==> src/rtl/time_keeper.sv <==
// Binary 24 h time-of-day counter with a button-driven set mode (hours, then minutes)
// and a blink flag for the field being edited.
module time_keeper #(
  parameter int unsigned TICK_DIV = 100_000_000
) (
  input  logic       clk,
  input  logic       reset,
  input  logic       en,
  input  logic       btn_mode,
  input  logic       btn_inc,
  output logic [7:0] hours,
  output logic [7:0] minutes,
  output logic [7:0] seconds,
  output logic       sec_tick,
  output logic [1:0] set_field,
  output logic       blink
);

  localparam int unsigned HALF = TICK_DIV / 2;
  localparam int PW = $clog2(TICK_DIV);
  localparam int BW = (HALF > 1) ? $clog2(HALF) : 1;
  localparam logic [PW-1:0] PRESC_MAX = PW'(TICK_DIV - 1);
  localparam logic [BW-1:0] BLINK_MAX = BW'(HALF - 1);

  typedef enum logic [1:0] {
    RUN     = 2'b00,
    SET_HR  = 2'b01,
    SET_MIN = 2'b10
  } state_t;

  state_t        state_q, state_d;
  logic [PW-1:0] presc_q, presc_d;
  logic [BW-1:0] bcnt_q, bcnt_d;
  logic [7:0]    hr_q, hr_d;
  logic [7:0]    min_q, min_d;
  logic [7:0]    sec_q, sec_d;
  logic          tick_q, tick_d;
  logic          blink_q, blink_d;
  logic          blink_adv;

  always_ff @(posedge clk) begin
    if (reset) begin
      state_q <= RUN;
      presc_q <= '0;
      bcnt_q  <= '0;
      hr_q    <= 8'd0;
      min_q   <= 8'd0;
      sec_q   <= 8'd0;
      tick_q  <= 1'b0;
      blink_q <= 1'b0;
    end else begin
      state_q <= state_d;
      presc_q <= presc_d;
      bcnt_q  <= bcnt_d;
      hr_q    <= hr_d;
      min_q   <= min_d;
      sec_q   <= sec_d;
      tick_q  <= tick_d;
      blink_q <= blink_d;
    end
  end

  always_comb begin
    state_d   = state_q;
    presc_d   = presc_q;
    bcnt_d    = bcnt_q;
    hr_d      = hr_q;
    min_d     = min_q;
    sec_d     = sec_q;
    tick_d    = 1'b0;
    blink_d   = blink_q;
    blink_adv = 1'b0;

    unique case (state_q)
      RUN: begin
        bcnt_d  = '0;
        blink_d = 1'b0;
        if (btn_mode) begin
          state_d = SET_HR;
          presc_d = '0;
        end else if (en) begin
          if (presc_q == PRESC_MAX) begin
            presc_d = '0;
            tick_d  = 1'b1;
            // Full carry chain resolves in a single edge.
            if (sec_q == 8'd59) begin
              sec_d = 8'd0;
              if (min_q == 8'd59) begin
                min_d = 8'd0;
                hr_d  = (hr_q == 8'd23) ? 8'd0 : hr_q + 8'd1;
              end else begin
                min_d = min_q + 8'd1;
              end
            end else begin
              sec_d = sec_q + 8'd1;
            end
          end else begin
            presc_d = presc_q + PW'(1);
          end
        end
      end

      SET_HR: begin
        presc_d = '0;
        if (btn_mode) begin
          state_d = SET_MIN;
          bcnt_d  = '0;
          blink_d = 1'b0;
        end else if (btn_inc) begin
          hr_d    = (hr_q == 8'd23) ? 8'd0 : hr_q + 8'd1;
          bcnt_d  = '0;
          blink_d = 1'b0;
        end else begin
          blink_adv = 1'b1;
        end
      end

      SET_MIN: begin
        presc_d = '0;
        if (btn_mode) begin
          // Leaving set mode restarts the minute at hh:mm:00.
          state_d = RUN;
          sec_d   = 8'd0;
          bcnt_d  = '0;
          blink_d = 1'b0;
        end else if (btn_inc) begin
          min_d   = (min_q == 8'd59) ? 8'd0 : min_q + 8'd1;
          bcnt_d  = '0;
          blink_d = 1'b0;
        end else begin
          blink_adv = 1'b1;
        end
      end

      default: begin
        state_d = RUN;
        presc_d = '0;
        bcnt_d  = '0;
        blink_d = 1'b0;
      end
    endcase

    if (blink_adv) begin
      if (bcnt_q == BLINK_MAX) begin
        bcnt_d  = '0;
        blink_d = ~blink_q;
      end else begin
        bcnt_d = bcnt_q + BW'(1);
      end
    end
  end

  assign hours     = hr_q;
  assign minutes   = min_q;
  assign seconds   = sec_q;
  assign sec_tick  = tick_q;
  assign set_field = state_q;
  assign blink     = blink_q;

endmodule

==> config.mk <==
export PLATFORM = sky130hd
export DESIGN_NAME = time_keeper
export DESIGN_NICKNAME = d
export VERILOG_FILES = /design/src/rtl/time_keeper.sv
export SDC_FILE = /design/constraint.sdc
export NUM_CORES = 1
export LEC_CHECK = 0
export CORE_ASPECT_RATIO = 0.5
export CORE_MARGIN = 10
export CORE_UTILIZATION = 56
export DETAILED_ROUTE_END_ITERATION = 6
export PLACE_DENSITY = 0.87
export RECOVER_POWER = 100
export SYNTH_ARGS = -nofsm -noshare
export SYNTH_HDL_FRONTEND = slang
export SYNTH_SLANG_ARGS = --single-unit
==> constraint.sdc <==
create_clock -name clk -period 6.6 [get_ports clk]
set_input_delay 1.32 -clock clk [delete_from_list [all_inputs] [get_ports clk]]
set_output_delay 1.32 -clock clk [all_outputs]
set_load 0.1 [all_outputs]
After elaboration in Yosys (flattened, before gate mapping)
Cells that the tools add are included.
- add/subtract/negate cells: 5
- equality and inequality tests: 20
- mux-type cells: 42
- bitwise gates (word level): 3
- reductions and logical operators: 10
- operator list (operator ; count):
    $mux W8 ; 20
    $mux W26 ; 5
    $pmux W8 S2 ; 3
    $add A27 B1 Y27 const B ; 1
    $eq A27 B27 Y1 const B ; 1
    $mux W27 ; 1
    $add A26 B1 Y26 const B ; 1
    $eq A26 B26 Y1 const B ; 1
    $add A8 B1 Y8 const B ; 3
    $ne A2 B2 Y1 const B ; 12
    $eq A8 B6 Y1 const B ; 2
    $mux W1 ; 9
    $eq A8 B5 Y1 const B ; 1
    $reduce_and A8 Y1 ; 1
    $reduce_and A7 Y1 ; 1
    $mux W2 ; 3
    $pmux W2 S3 ; 1
    $reduce_and A5 Y1 ; 1
    $ne A4 B1 Y1 const B ; 1
    $reduce_bool A2 Y1 ; 2
    $reduce_or A4 Y1 ; 1
    $not A1 Y1 ; 3
    $reduce_and A3 Y1 ; 1
    $reduce_or A3 Y1 ; 1
    4 further kinds ; 4
- register bits after elaboration: 81
- input bits: 5
- output and inout bits: 28
- word-level logic and storage cells: 88

Depth between registers and ports, before layout
- word-level depth: 8
- gate-level depth with buffers: 9
- depth with buffers taken out: 8

Worst setup path before layout
Ideal clock, no wire load.
- kind: input-to-reg
- start: in btn_mode
- end: reg sec_q[2] (netlist: seconds[2])
- library setup time: 0.116 ns
- arrival time: 2.851 ns
- data required time: 6.484 ns
- path slack: 3.633 ns
- cell stages on the path: 6
- buffers on the path: 1
- cells stage by stage: clkbuf_1 -> nand2b_1 -> or4b_1 -> o31ai_4 -> o21ai_0 -> a31o_2
- longest elaborated chain between the ends: 2
- elaborated cells on any way between the ends: 3
- classes of those cells: eq/ne (2); reduce/logical (1)
- RTL lines (element ; line ; text):
    start: declaration ; 9 ; input logic btn_mode,
    $ne A2 B2 Y1 (no line) ; - ;
    $reduce_and A5 Y1 (no line) * ; - ;
    end signal: assignment ; 48 ; sec_q <= 8'd0;
    end signal: assignment ; 57 ; sec_q <= sec_d;
    end: declaration ; 36 ; logic [7:0] sec_q, sec_d;
Every way passes the cells marked *; elsewhere a longest branch is shown, timed or not.
A chain may end at the register's enable or synchronous reset.

==> impl_metrics.toml <==
[outcome]
status = "completed"

[setup_path]
crit_path_start_kind = "primary input"
reg2reg_from = "bcnt_q[16]"
crit_fanout = 27
cp.required_ns = 6.76
crit_type = "primary input to flop"
r2r_slack_ns = 3.71
r2r.worst_path.cells = 6
rr_endpoint = "bcnt_q[10]"
endpoint_kind = "flop"
crit_arrival_ns = 4.49

[yosys]
synth_seq_area_share = 0.418
synth_top_family_by_area = "simple AND/OR/NAND/NOR gates"
synth_compound_gate_area_share = 0.0884
ys_ff_latch = 81
syn_nets = 479
synth_cell_types = 49
syn_inst = 464
ys_warn_count = 0
avgSynthCellArea_um2 = 8.35
yosys.area_share.simple = 0.314
synth_area_um2 = 3880
synthAdderAreaFrac = 0.0323
synth_xor_area_frac = 0.106
synthMuxAreaShare = 0.0107

[timing]
worst_pin_slew_ns = 1.32
min_period_over_period = 0.656
fin_worst_skew_ns = 0.00521
hold_viol_final = 0
max_slew_margin = 0.122
fmax_ghz = 0.231
period_needed_ns = 4.33
setup_viol = 0
fin_setup_tns_ns = 0
drv_slew = 0
rsz0062_at_grt = "false"

[routing]
drcViolationCount = 0
drtPass1Iterations = 5
wirelength_um = 8050
wl_met2_um = 3830
vias = 3297
drtAntennaViolNets = 0
drt-vias-per-instance = 5.60
route.met3.wl_um = 484
wl_met1_um = 3630
drt-wirelength-per-cell_um = 13.7
drtIter0Drc = 179
highest_layer = "met4"

[place]
post-dp-hpwl_um = 5410
dp.cells = 573
gp_congestion = 0.831
io_buffers = 32

[power]
ir_drop_mv = 0.161
p_leak_nw = 1.60
powerDensity_nw_per_um2 = 251

[final_layout]
fillers = 515
final_util = 0.677
area_growth_pct = 17.1
layout_commonest_cell = "dfxtp_1"
drive_gt1_frac = 0.0503
seq_area_um2 = 1620
multiInputGateArea_um2 = 2110
final_cell_mix = "dfxtp_1 (81), nor2_1 (76), nand2_1 (48)"
fin_nets = 507
n_antenna_cell = 0
final_cells = 589

[floorplan]
floorplan.initialDensity = 0.579
die_h_um = 78.8
ios = 33
fp.coreArea_um2 = 6700
die_x_um = 138
die-area_um2 = 10900
fp-row-count = 21

[grt]
grt_overflow_total = 0
grt_pass1_vias = 3061
grt_pass1_wl_um = 14000
grt_max_degree = 28
grt_usage = 0.153
antenna_found_initial = 0

[clock_network]
post_cts_buffers = 0
cts_sinks = 81
cts_buffers = 9
cts_tree = "done"
cts_resized = 0
clk_latency_ns = 0.34
cts-root-buf = "clkbuf_16"
cts_buffer_depth = 2
cts_hold_buffers = 0
cts_htree_levels = 3
clk_pin_slew_ns = 0.06

[hold_path]
min_to = "seconds[1]"
worstHoldPathType = "flop to flop"
hold_path_depth = 2
hp-start = "seconds[1]"

[run]
maxCapViolCount = 0
## metal layers
| metal | global-route usage | vias up |
|---|---|---|
| met1 | 0.181 | 1544 |
| met5 | 0 | - |
| li1 | - | 1662 |
| met2 | 0.265 | 80 |
| met3 | 0.0389 | 11 |
| met4 | 0.0565 | 0 |
## state kept, by name (all words and copies together) (netlist names)
name       count
blink          1
bcnt_q        26
seconds        8
hours          8
minutes        8
sec_tick       1
presc_q       27
set_field      2
## synthesized netlist by cell type (all sizes together)
cell | n | area, um2
a21boi | 1 | 7.51
a21o | 2 | 15.0
a21oi | 23 | 115
a2bb2oi | 1 | 8.76
a311oi | 2 | 17.5
a31o | 3 | 26.3
a32o | 1 | 10.0
a41oi | 1 | 8.76
and2 | 3 | 18.8
and3 | 13 | 81.3
and4 | 5 | 43.8
buf | 9 | 50.1
clkbuf | 6 | 22.5
clkinv | 1 | 3.75
dfxtp | 81 | 1620
ha | 10 | 125
inv | 11 | 41.3
mux2 | 1 | 11.3
mux2i | 3 | 30.0
nand2 | 48 | 183
nand2b | 5 | 31.3
nand3 | 31 | 155
nand3b | 2 | 15.0
nand4 | 13 | 103
nand4b | 1 | 8.76
nor2 | 76 | 285
nor2b | 2 | 12.5
nor3 | 12 | 60.1
nor3b | 3 | 22.5
nor4 | 7 | 43.8
nor4b | 4 | 35.0
nor4bb | 1 | 10.0
o21ai | 15 | 75.1
o2bb2ai | 1 | 8.76
o31ai | 3 | 50.1
or2 | 4 | 25.0
or3 | 8 | 50.1
or4 | 3 | 22.5
or4b | 1 | 10.0
xnor2 | 23 | 201
xor2 | 24 | 210
## power breakdown
group	internal, W	total [W]	switching, W
Sequential	0.000494	0.000500	0.00000608
Clock	0.000343	0.000542	0.000199
Combinational	0.0000244	0.0000971	0.0000727
## worst max-delay path by stage
stage / depth (start not counted) / endpoint / start
global route: 5 / bcnt_q[0] / reset
detailed placement: 5 / bcnt_q[10] / reset
finish: 5 / bcnt_q[10] / reset
CTS: 5 / bcnt_q[0] / reset
floorplan: 6 / seconds[2] / btn_mode
global placement: 5 / bcnt_q[23] / reset
## metrics by stage
stage               hold WS (ns)  worst slack [ns]  cell area, um2  total power, W
finish                     0.491              2.27            4540         0.00114
global route               0.509              1.99            4540         0.00117
CTS                        0.492              2.78            4570         0.00115
detailed placement         0.439              2.42            4240        0.000612
global placement           0.426              2.50            4240        0.000610
floorplan                  0.417              3.63            3880        0.000591
## cell families (layout without fill, tap and decap cells)
kind of cell | Yosys count | after routing
multiplexers | 4 | 4
flip-flops | 81 | 81
AND/OR/NAND/NOR | 242 | 242
buffers and inverters | 27 | 60
XOR/XNOR | 47 | 47
AO/OA/AOI/OAI | 53 | 53
adder cells (fa/ha/maj) | 10 | 10
## layout make-up
class                   instances  share of cell area
clock buffers                  10              0.0527
inverters                      12             0.00993
well taps                      92              0.0254
clock inverters                 6              0.0199
flip-flops and latches         81               0.357
repair buffers                 32              0.0706
multi-input cells             356               0.464
## critical path, cell delays in order
cell           delay, ns
dlygate4sd3_1       1.19
clkinv_1            0.51
nand3_1             0.31
or2_0               1.02
nor2_1              0.15
Power figures use the tool's default switching activity.
